`config.mk`:
```
export PLATFORM = sky130hd
export DESIGN_NAME = axi4_lite_reg_file
export DESIGN_NICKNAME = d
export VERILOG_FILES = /design/src/rtl/axi4_lite_reg_file.sv
export SDC_FILE = /design/constraint.sdc
export NUM_CORES = 1
export LEC_CHECK = 0
export ABC_AREA = 1
export BUFFER_PORTS_ARGS = -buffer_cell sky130_fd_sc_hd__buf_4
export CAP_MARGIN = 20
export CELL_PAD_IN_SITES_DETAIL_PLACEMENT = 1
export CELL_PAD_IN_SITES_GLOBAL_PLACEMENT = 2
export CORE_ASPECT_RATIO = 2
export CORE_MARGIN = 3
export CORE_UTILIZATION = 24
export DETAILED_ROUTE_END_ITERATION = 8
export MAX_ROUTING_LAYER = met4
export PLACE_DENSITY = 0.82
export SKIP_LAST_GASP = 1
export SYNTH_ARGS = -nofsm -noshare
export SYNTH_HDL_FRONTEND = slang
export SYNTH_SLANG_ARGS = --single-unit
```
`constraint.sdc`:
```
create_clock -name i_clk -period 1.85 [get_ports i_clk]
set_clock_uncertainty 0.15 [all_clocks]
set_input_delay 0.37 -clock i_clk [delete_from_list [all_inputs] [get_ports i_clk]]
set_output_delay 0.37 -clock i_clk [all_outputs]
set_load 0.005 [all_outputs]
```
`src/rtl/axi4_lite_reg_file.sv`:
```
// AXI4-Lite slave register file: NUM_REGS regs of R/W storage or RO inputs.
// Ports: AXI4-Lite AW/W/B/AR/R, o_regs, i_ro_vals, o_wr_pulse.
// Optional macro AXI4_LITE_REG_FILE_SLVERR_EN: SLVERR on bad accesses.
module axi4_lite_reg_file #(
  parameter int ADDR_BIT_WIDTH = 6,
  parameter int DATA_BIT_WIDTH = 32,
  parameter int NUM_REGS = 8,
  parameter logic [NUM_REGS-1:0] RO_MASK = '0
) (
  input  logic                               i_clk,
  input  logic                               i_rst_n,
  input  logic [ADDR_BIT_WIDTH-1:0]          i_awaddr,
  input  logic [2:0]                         i_awprot,
  input  logic                               i_awvalid,
  output logic                               o_awready,
  input  logic [DATA_BIT_WIDTH-1:0]          i_wdata,
  input  logic [DATA_BIT_WIDTH/8-1:0]        i_wstrb,
  input  logic                               i_wvalid,
  output logic                               o_wready,
  output logic [1:0]                         o_bresp,
  output logic                               o_bvalid,
  input  logic                               i_bready,
  input  logic [ADDR_BIT_WIDTH-1:0]          i_araddr,
  input  logic [2:0]                         i_arprot,
  input  logic                               i_arvalid,
  output logic                               o_arready,
  output logic [DATA_BIT_WIDTH-1:0]          o_rdata,
  output logic [1:0]                         o_rresp,
  output logic                               o_rvalid,
  input  logic                               i_rready,
  output logic [NUM_REGS*DATA_BIT_WIDTH-1:0] o_regs,
  input  logic [NUM_REGS*DATA_BIT_WIDTH-1:0] i_ro_vals,
  output logic [NUM_REGS-1:0]                o_wr_pulse
);

  localparam int SW  = DATA_BIT_WIDTH / 8;
  localparam int OFF = $clog2(SW);
  localparam int IW  = ADDR_BIT_WIDTH - OFF;

  typedef enum logic [1:0] {W_IDLE, W_COMMIT, W_RESP} w_state_t;
  typedef enum logic {R_IDLE, R_RESP} r_state_t;

  w_state_t w_state;
  r_state_t r_state;

  logic [DATA_BIT_WIDTH-1:0] regs_q [NUM_REGS];
  logic [IW-1:0]             aw_idx_q;
  logic [DATA_BIT_WIDTH-1:0] wdata_q;
  logic [SW-1:0]             wstrb_q;
  logic                      aw_done_q;
  logic                      w_done_q;

  logic [IW-1:0]             ar_idx;
  logic [NUM_REGS-1:0]       w_hit;
  logic [NUM_REGS-1:0]       r_hit;
  logic [NUM_REGS-1:0]       w_en;
  logic                      w_err;
  logic                      rd_err;
  logic [DATA_BIT_WIDTH-1:0] rd_val;
  logic [1:0]                w_resp;
  logic [1:0]                r_resp;
  logic                      aw_hs;
  logic                      w_hs;
  logic                      aw_c;
  logic                      w_c;
  logic                      unused;

  assign ar_idx = i_araddr[ADDR_BIT_WIDTH-1:OFF];
  assign aw_hs  = i_awvalid & o_awready;
  assign w_hs   = i_wvalid & o_wready;
  assign aw_c   = aw_done_q | aw_hs;
  assign w_c    = w_done_q | w_hs;

  // Decode by comparison so wide indices never index past NUM_REGS.
  always_comb begin
    w_hit  = '0;
    r_hit  = '0;
    rd_val = '0;
    for (int k = 0; k < NUM_REGS; k++) begin
      w_hit[k] = (aw_idx_q == IW'(k));
      r_hit[k] = (ar_idx == IW'(k));
      if (r_hit[k]) begin
        rd_val = RO_MASK[k]
          ? i_ro_vals[k*DATA_BIT_WIDTH +: DATA_BIT_WIDTH]
          : regs_q[k];
      end
    end
  end

  assign w_en   = w_hit & ~RO_MASK;
  assign w_err  = ~|w_en;
  assign rd_err = ~|r_hit;

`ifdef AXI4_LITE_REG_FILE_SLVERR_EN
  assign w_resp = w_err ? 2'b10 : 2'b00;
  assign r_resp = rd_err ? 2'b10 : 2'b00;
  assign unused = ^{i_awprot, i_arprot, i_ro_vals,
                    i_awaddr[OFF-1:0], i_araddr[OFF-1:0]};
`else
  assign w_resp = 2'b00;
  assign r_resp = 2'b00;
  assign unused = ^{i_awprot, i_arprot, i_ro_vals, w_err, rd_err,
                    i_awaddr[OFF-1:0], i_araddr[OFF-1:0]};
`endif

  always_ff @(posedge i_clk or negedge i_rst_n) begin
    if (!i_rst_n) begin
      w_state    <= W_IDLE;
      o_awready  <= 1'b0;
      o_wready   <= 1'b0;
      o_bvalid   <= 1'b0;
      o_bresp    <= 2'b00;
      o_wr_pulse <= '0;
      aw_done_q  <= 1'b0;
      w_done_q   <= 1'b0;
      aw_idx_q   <= '0;
      wdata_q    <= '0;
      wstrb_q    <= '0;
      for (int k = 0; k < NUM_REGS; k++) regs_q[k] <= '0;
    end else begin
      o_wr_pulse <= '0;
      unique case (w_state)
        W_IDLE: begin
          if (aw_hs) aw_idx_q <= i_awaddr[ADDR_BIT_WIDTH-1:OFF];
          if (w_hs) begin
            wdata_q <= i_wdata;
            wstrb_q <= i_wstrb;
          end
          if (aw_c && w_c) begin
            w_state   <= W_COMMIT;
            o_awready <= 1'b0;
            o_wready  <= 1'b0;
            aw_done_q <= 1'b0;
            w_done_q  <= 1'b0;
          end else begin
            aw_done_q <= aw_c;
            w_done_q  <= w_c;
            o_awready <= ~aw_c;
            o_wready  <= ~w_c;
          end
        end
        W_COMMIT: begin
          for (int k = 0; k < NUM_REGS; k++) begin
            if (w_en[k]) begin
              for (int b = 0; b < SW; b++) begin
                if (wstrb_q[b]) regs_q[k][b*8 +: 8] <= wdata_q[b*8 +: 8];
              end
            end
          end
          o_wr_pulse <= w_en;
          o_bresp    <= w_resp;
          o_bvalid   <= 1'b1;
          w_state    <= W_RESP;
        end
        W_RESP: begin
          if (i_bready) begin
            o_bvalid  <= 1'b0;
            o_awready <= 1'b1;
            o_wready  <= 1'b1;
            w_state   <= W_IDLE;
          end
        end
        default: w_state <= W_IDLE;
      endcase
    end
  end

  // Read data is sampled from pre-commit storage, so a read on the
  // commit edge returns the old value.
  always_ff @(posedge i_clk or negedge i_rst_n) begin
    if (!i_rst_n) begin
      r_state   <= R_IDLE;
      o_arready <= 1'b0;
      o_rvalid  <= 1'b0;
      o_rdata   <= '0;
      o_rresp   <= 2'b00;
    end else begin
      unique case (r_state)
        R_IDLE: begin
          if (i_arvalid && o_arready) begin
            o_rdata   <= rd_val;
            o_rresp   <= r_resp;
            o_rvalid  <= 1'b1;
            o_arready <= 1'b0;
            r_state   <= R_RESP;
          end else begin
            o_arready <= 1'b1;
          end
        end
        R_RESP: begin
          if (i_rready) begin
            o_rvalid  <= 1'b0;
            o_arready <= 1'b1;
            r_state   <= R_IDLE;
          end
        end
        default: r_state <= R_IDLE;
      endcase
    end
  end

  for (genvar k = 0; k < NUM_REGS; k++) begin : g_out
    assign o_regs[k*DATA_BIT_WIDTH +: DATA_BIT_WIDTH] =
      RO_MASK[k] ? '0 : regs_q[k];
  end

endmodule

```
==> flow_summary.json, run 1 <==
{
  "cp_top_family": "simple AND/OR/NAND/NOR gates",
  "vias": 14667,
  "avgSynthCellArea_um2": 8.84,
  "ant_nets": 0,
  "remaining_drc_errors": 0,
  "grt_pass1_vias": 15384,
  "run_status": "finished, violations left",
  "synth_edf_count": 0,
  "cp_max_fo": 16,
  "critPathLaunchType": "flop",
  "syn_inst": 1677,
  "synthFlopType": "dfrtp_1",
  "crit_path_end_kind": "flop",
  "clk_latency_ns": 0.54,
  "cp_cell_sequence": "or2_4, buf_6, nor4_4, buf_12, nand2_8, nand2_1, o21ai_2",
  "root_buffer": "clkbuf_16",
  "startpoint": "w_state[1]",
  "post_dp_cell_area_um2": 19500,
  "die-area_um2": 64900,
  "antenna_found_initial": 5,
  "period_share_pct": 103,
  "crit_arrival_ns": 2.18,
  "netlist_area_um2": 14800,
  "die_w_um": 182,
  "area_delta_synth_final_pct": 57.6,
  "vias_per_cell": 4.92,
  "seq_area_frac_synth_pct": 58.4,
  "rsz0062_at_grt": "true",
  "drive_gt1_share_pct": 40.5,
  "p_leak_nw": 11.2,
  "ys_types": 23,
  "r2r_start": "w_state[1]",
  "chipHeight_um": 357,
  "layout.nets": 2491,
  "worst-endpoint-required_ns": 2.11,
  "rows": 128,
  "max_freq_mhz": 522,
  "final_cell_area_um2": 23300,
  "fill_cells": 6917,
  "firstDrtPassIters": 5,
  "grt_pass1_wl_um": 103000,
  "min_period_ns": 1.91,
  "path_class": "flop to flop",
  "hold_class": "input port to asynchronous set/reset pin",
  "ys_async_sr_fraction_pct": 100,
  "htree_levels": 2,
  "dpl.hpwl_um": 50200,
  "drv_cap": 0,
  "cp_slowest_cell": "dfrtp_1",
  "ios": 622,
  "p_total_mw": 33.6,
  "grt.overflow.total": 0,
  "violations": "setup timing",
  "grt_start_max_net_pins": 75,
  "finalWorstSetupSlack_ns": -0.0647,
  "setup_viol": 84,
  "grt_use_total_pct": 22.0,
  "ys_ff_latch": 346,
  "slew_headroom_pct": 40.1,
  "place.port_buffers": 351,
  "cp_slowest_stage_delay_ns": 0.39,
  "tightest_slew_ns": 0.898,
  "ir_drop_uv": 830,
  "wl_per_cell_um": 25.4,
  "cts.sinks": 346,
  "clk_pin_slew_ns": 0.07,
  "drt_iter0_markers": 732,
  "cts_buffers": 36,
  "hold_viol": 0,
  "slew_viol_final": 0,
  "yosysWarnings": 0,
  "clk_path_buf_depth": 3,
  "cts_tree": "built",
  "power_density_nw_per_um2": 1440,
  "core-area_um2": 61000,
  "routed_wl_um": 75600,
  "seqCellArea_um2": 8670,
  "crit_buf_inv": 2,
  "multi_input_area_um2": 6820,
  "dp_cells": 2836,
  "initial_core_util_pct": 24.3,
  "gp_congestion": 0.835,
  "final_cells": 2982
}
cell type report:
cell class | instances | area share [%]
multi-input cells | 1141 | 29.2
flip-flops and latches | 346 | 37.1
well taps | 780 | 4.18
diodes | 4 | 0.0429
clock inverters | 14 | 0.879
clock buffers | 48 | 4.44
inverters | 109 | 1.75
repair buffers | 540 | 22.4
metrics by stage:
step | utilization [%] | TNS [ns] | setup slack (ns) | hold WS (ns)
after floorplan | - | -0.0574 | -0.00363 | -0.0756
after global placement | 32.0 | -15.03 | -0.403 | 0.0924
after detailed placement | 32.0 | -23.83 | -0.441 | 0.0900
after CTS | 36.0 | -5.57 | -0.129 | 0.0835
after global routing | 38.3 | -10.74 | -0.113 | 0.123
final | 38.3 | -2.17 | -0.0647 | 0.127
flip-flops by register name, indices dropped and copies added, names as in the netlist:
register and flops:
w_done_q 1, o_awready 1, o_regs 256, o_rdata 32, o_wr_pulse 8, r_state 1
wstrb_q 4, w_state 2, o_rvalid 1, aw_idx_q 4, wdata_q 32, o_bvalid 1
aw_done_q 1, o_wready 1, o_arready 1
synth_stat cells, types with 2 or more instances:
master,count,area (um2)
dfrtp_1,346,8660
buf_6,9,101
nor2_1,125,469
mux2_2,4,45.0
buf_4,4,30.0
a21oi_1,64,320
nand2_1,461,1730
nor3_1,5,25.0
nand3_1,131,656
nor4_4,2,42.5
buf_1,7,26.3
nor2_2,6,37.5
nand2_4,8,90.1
o21ai_0,227,1140
inv_1,108,405
clkbuf_1,69,259
nand4_1,32,200
o21ai_2,64,561
cell usage in the layout, fill, tap and decap left out, drive strengths merged, types with 4 or more instances in the layout:
cell type and n:
buf 486, nand2 475, dfrtp 346, o21ai 291, nand3 131, nor2 131
inv 109, a21oi 64, clkbuf 59, dlygate4sd3 43, nand4 32, clkinv 8
bufinv 5, nor3 5, diode 4, mux2 4, conb 4
power breakdown:
group / switching (mW) / internal [mW]
clock network: 3.21 / 4.64
logic: 6.67 / 5.56
registers: 3.25 / 10.2
layer usage:
metal  track usage (%)  up-vias  share of wire, %  routed length (um)
met5                 -        -                 0                   0
met4              9.59        0               4.9                3730
met3              6.57      183               7.8                5900
met2              35.8      561                49               37200
met1              25.2     7394                38               28800
li1                  -     6529                 -                   -
what timing repair did:
item | in CTS | in global routing
gates resized for setup | 124 | 405
endpoints found under the setup margin | 202 | 278
endpoints found under the hold margin | 250 | 0
buffers inserted | 6 | 5
pin swaps | 7 | 11
cloned | 14 | 13
hold buffers | 43 | 0
cells by family (layout without fill, tap and decap cells):
logic type | count (synthesis) | after routing | share of synthesized area (%)
mux | 4 | 4 | 0.304
simple gates | 772 | 778 | 22.0
compound gates | 355 | 355 | 13.6
other cells | 1 | 8 | 0.0253
buf+inv | 199 | 711 | 5.61
flops | 346 | 346 | 58.4
path summary, 6_finish.rpt:
check,end,slack (ns),cells after the start
worst max-delay path,o_regs[124],-0.06,7
worst min-delay path,o_rdata[30],0.13,2
worst max register to register,o_regs[124],-0.06,7
worst min register to register,o_rvalid,0.32,1
max in group asynchronous,aw_idx_q[3],0.68,3
min in group i_clk,aw_idx_q[3],0.14,4
Power figures use the tool's default switching activity.
==> run 2, diff against run 1 <==
Settings changed: CTS_CLUSTER_SIZE from default to 25, PLACE_DENSITY 0.82 to 0.77.
==> flow_summary.json, run 2 (synthesized netlist as in run 1, its figures left out) <==
{
  "run_status": "finished, violations left",
  "violations": "setup timing",
  "critPathLaunchType": "flop",
  "rows": 128,
  "worst-endpoint-required_ns": 2.12,
  "clk_path_buf_depth": 3,
  "power_density_nw_per_um2": 1470,
  "core-area_um2": 61000,
  "drt_iter0_markers": 823,
  "cp_max_fo": 16,
  "tightest_slew_ns": 0.761,
  "path_class": "flop to flop",
  "routed_wl_um": 66200,
  "final_cell_area_um2": 21300,
  "fill_cells": 7035,
  "setup_tns_ns": -0.174,
  "hold_viol": 0,
  "remaining_drc_errors": 0,
  "period_share_pct": 102,
  "vias": 13801,
  "vias_per_cell": 4.69,
  "root_buffer": "clkbuf_16",
  "cts.sinks": 346,
  "min_period_ns": 1.88,
  "chipHeight_um": 357,
  "area_delta_synth_final_pct": 43.8,
  "finalWorstSetupSlack_ns": -0.0327,
  "gp_congestion": 0.839,
  "clk_pin_slew_ns": 0.06,
  "slew_viol_final": 0,
  "multi_input_area_um2": 5520,
  "p_leak_nw": 10.5,
  "grt_pass1_vias": 14760,
  "cts_buffers": 37,
  "startpoint": "w_state[1]",
  "final_cells": 2945,
  "cts_tree": "built",
  "hold_path_depth": 4,
  "initial_core_util_pct": 24.3,
  "layout_common_cells": "nand2_1, buf_4, dfrtp_1",
  "ant_nets": 0,
  "die_w_um": 182,
  "hold_path.startpoint": "i_awvalid",
  "hold_class": "input port to flop",
  "dp_cells": 2821,
  "post_dp_cell_area_um2": 19400,
  "layout.nets": 2447,
  "clk_latency_ns": 0.57,
  "wl_per_cell_um": 22.5,
  "dpl.hpwl_um": 50100,
  "grt.overflow.total": 0,
  "setup_viol": 14,
  "largest_reg_flops": 256,
  "grt_start_max_net_pins": 83,
  "firstDrtPassIters": 5,
  "antenna_found_initial": 7,
  "slew_headroom_pct": 49.3,
  "rsz0062_at_grt": "true",
  "ir_drop_uv": 791,
  "post-route-util_pct": 34.9,
  "final_common_cell": "nand2_1",
  "r2r_start": "w_state[1]",
  "grt_pass1_wl_um": 96700,
  "htree_levels": 2,
  "ios": 622,
  "grt_use_total_pct": 20.4,
  "crit_path_end_kind": "flop",
  "seqCellArea_um2": 8660,
  "holdWs_ns": 0.0406,
  "max_freq_mhz": 531,
  "place.port_buffers": 351,
  "drv_cap": 0,
  "reg2reg_depth": 6,
  "die-area_um2": 64900,
  "crit_arrival_ns": 2.16,
  "drive_gt1_share_pct": 29.1
}
==> run 2: layout make-up <==
| cell class | count | share of cell area [%] |
|---|---|---|
| Sequential cell | 346 | 40.6 |
| Multi-Input combinational cell | 1137 | 25.9 |
| Timing Repair Buffer | 499 | 21.0 |
| Clock buffer | 51 | 4.92 |
| Tap cell | 780 | 4.58 |
| Inverter | 109 | 1.92 |
| Clock inverter | 16 | 0.934 |
| Antenna cell | 7 | 0.0822 |
==> run 2: timing repair <==
| action | 4_1_cts | 5_1_grt |
|---|---|---|
| hold buffers | 43 | 0 |
| cloned | 1 | 1 |
| setup endpoints to repair | 124 | 257 |
| buffers inserted | 1 | 5 |
| endpoints found under the hold margin | 266 | 0 |
| pin swaps | 1 | 1 |
| gates resized for setup | 11 | 16 |
==> run 2: through the flow <==
stage          total power [mW]  worst slack [ns]
2_1_floorplan              16.3          -0.00363
3_3_place_gp               23.2           -0.0796
3_5_place_dp               23.7           -0.0995
4_1_cts                    31.7           0.00662
5_1_grt                    33.6            -0.111
6_report                   31.4           -0.0327
==> run 2: power breakdown <==
| part | total [mW] | leakage (nW) | switching, mW | internal (mW) |
|---|---|---|---|---|
| Combinational | 10.9 | 5.37 | 6.02 | 4.85 |
| Sequential | 12.8 | 4.54 | 2.54 | 10.2 |
| Clock | 7.75 | 0.605 | 3.32 | 4.44 |
==> run 2: critical path, stage by stage (launching register included) <==
cell	delay, ns
dfrtp_2	0.44
or2_4	0.33
nor4_4	0.20
buf_12	0.20
nand2_4	0.18
nand2_1	0.16
o21ai_2	0.06
==> run 2: per-layer routing <==
layer | part of all wire (%) | track usage [%]
met4 | 3.1 | 6.54
met1 | 40 | 23.9
met5 | 0 | -
met3 | 8.1 | 6.15
met2 | 49 | 33.8
==> run 2: path summary, 6_finish.rpt <==
kind	slack, ns	end
min in group asynchronous	0.12	o_regs[252]
max reg2reg	-0.03	o_regs[124]
min reg2reg	0.31	o_rvalid
min	0.04	aw_idx_q[3]
max in group asynchronous	0.62	w_state[1]
max	-0.03	o_regs[124]
==> run 3, diff against run 2 <==
Settings changed: CTS_BUF_LIST from default to sky130_fd_sc_hd__clkbuf_16, CTS_CLUSTER_SIZE 25 to 24, SKIP_LAST_GASP 1 to default.
==> flow_summary.json, run 3 (synthesized netlist as in run 1, its figures left out) <==
{
  "run_status": "finished, violations left",
  "violations": "setup timing",
  "max_freq_mhz": 533,
  "layout_common_cells": "nand2_1, buf_4, dfrtp_1",
  "remaining_drc_errors": 0,
  "firstDrtPassIters": 5,
  "reg2reg_slack_ns": -0.02,
  "cp_slowest_stage_delay_ns": 0.44,
  "cp_cell_sequence": "or2_4, nor4_4, buf_12, nand2_4, nand2_1, o21ai_2",
  "power_density_nw_per_um2": 1460,
  "cp_max_fo": 16,
  "grt_pass1_vias": 14772,
  "root_buffer": "clkbuf_16",
  "routed_wl_um": 66300,
  "ios": 622,
  "final_cells": 2946,
  "hold_path.startpoint": "i_awvalid",
  "antenna_found_initial": 7,
  "critPathLaunchType": "flop",
  "area_delta_synth_final_pct": 43.3,
  "cts.sinks": 346,
  "clk_latency_ns": 0.57,
  "finalWorstSetupSlack_ns": -0.0245,
  "crit_buf_inv": 1,
  "worst-endpoint-required_ns": 2.13,
  "grt.overflow.total": 0,
  "cp_slowest_cell": "dfrtp_2",
  "ant_nets": 0,
  "ir_drop_uv": 781,
  "post_dp_cell_area_um2": 19400,
  "gp_congestion": 0.839,
  "grt_start_max_net_pins": 83,
  "startpoint": "w_state[1]",
  "drt_iter0_markers": 754,
  "crit_path_end_kind": "flop",
  "dp_cells": 2821,
  "wl_per_cell_um": 22.5,
  "place.port_buffers": 351,
  "tightest_slew_ns": 0.737,
  "r2r_end": "o_regs[124]",
  "final_cell_area_um2": 21200,
  "die_w_um": 182,
  "htree_levels": 2,
  "p_total_mw": 31.1,
  "fill_cells": 7048,
  "reg2reg_depth": 6,
  "core-area_um2": 61000,
  "cp_top_family": "simple AND/OR/NAND/NOR gates",
  "vias_per_cell": 4.70,
  "grt_pass1_wl_um": 96800,
  "rsz0062_at_grt": "true",
  "layout.nets": 2447,
  "drv_cap": 0,
  "cts_tree": "built",
  "slew_headroom_pct": 50.8,
  "clk_path_buf_depth": 3,
  "chipHeight_um": 357,
  "dpl.hpwl_um": 50100,
  "r2r_start": "w_state[1]",
  "setup_viol": 9,
  "vias": 13833,
  "path_class": "flop to flop",
  "die-area_um2": 64900,
  "slew_viol_final": 0,
  "period_share_pct": 101,
  "holdPathEnd": "aw_idx_q[3]",
  "hold_viol": 0,
  "final_common_cell": "nand2_1",
  "clk_pin_slew_ns": 0.06,
  "initial_core_util_pct": 24.3,
  "crit_arrival_ns": 2.15,
  "grt_use_total_pct": 20.4,
  "min_period_ns": 1.87,
  "hold_path_depth": 4,
  "cts_buffers": 37,
  "drive_gt1_share_pct": 28.9,
  "rows": 128,
  "hold_class": "input port to flop",
  "p_leak_nw": 10.5,
  "largest_reg_flops": 256
}
[run 3: changes by cell type in the layout (fill, tap and decap cells not counted)]
cell	delta
clkbuf_8	-7
clkinv_1	+7
inv_2	+1
nand2_2	+1
inv_1	+6
nand2_1	-1
clkbuf_1	-7
diode_2	+1
[run 3: area by class of cell]
cell class / count / area [um2] / share of cell area, %
Multi-Input combinational cell: 1137 / 5530 / 26.0
Antenna cell: 8 / 20.0 / 0.0943
Tap cell: 780 / 976 / 4.60
Clock inverter: 30 / 251 / 1.18
Inverter: 109 / 409 / 1.93
Timing Repair Buffer: 499 / 4470 / 21.0
Clock buffer: 37 / 926 / 4.36
Sequential cell: 346 / 8660 / 40.8
[run 3: worst max path at each step]
stage / slack [ns] / endpoint / depth (start not counted)
detailed placement: -0.1 / o_rdata[22] / 10
global route: -0.11 / o_regs[27] / 7
global placement: -0.08 / o_rdata[25] / 10
floorplan: -0.004 / o_regs[102] / 7
CTS: 0.002 / o_regs[229] / 7
finish: -0.02 / o_regs[124] / 6
[run 3: worst register-to-register path, stage by stage, from the launching register on]
cell and delay [ns]:
dfrtp_2 0.44, or2_4 0.33, nor4_4 0.21, buf_12 0.20, nand2_4 0.18, nand2_1 0.17
o21ai_2 0.06
[run 3: timing repair]
action / CTS / global route
hold buffers: 43 / 0
endpoints found under the hold margin: 266 / 0
pin swaps: 1 / 1
gates cloned: 1 / 1
setup endpoints to repair: 126 / 261
buffers inserted: 1 / 5
resized for setup: 12 / 17
[run 3: where the power goes]
part	leakage [nW]	internal [mW]	switching, mW	total, mW
registers	4.54	10.2	2.54	12.8
logic	5.36	4.85	6.04	10.9
clock network	0.595	4.11	3.31	7.41
[run 3: layer usage]
layer	track usage, %	up-vias	wire length, um
li1	-	6398	-
met1	23.9	6893	26500
met2	33.7	441	32200
met3	6.15	101	5450
met4	6.60	0	2140
met5	-	-	0
[run 3: metrics by stage]
step / hold WS [ns] / setup WS [ns] / util, % / setup TNS (ns)
2_1_floorplan: -0.0756 / -0.00363 / - / -0.0574
5_1_grt: 0.112 / -0.112 / 34.8 / -11.23
6_report: 0.0877 / -0.0245 / 34.8 / -0.0937
3_5_place_dp: 0.0995 / -0.0995 / 31.9 / -2.12
3_3_place_gp: 0.101 / -0.0796 / 31.9 / -1.90
4_1_cts: 0.0408 / 0.00173 / 34.6 / 0
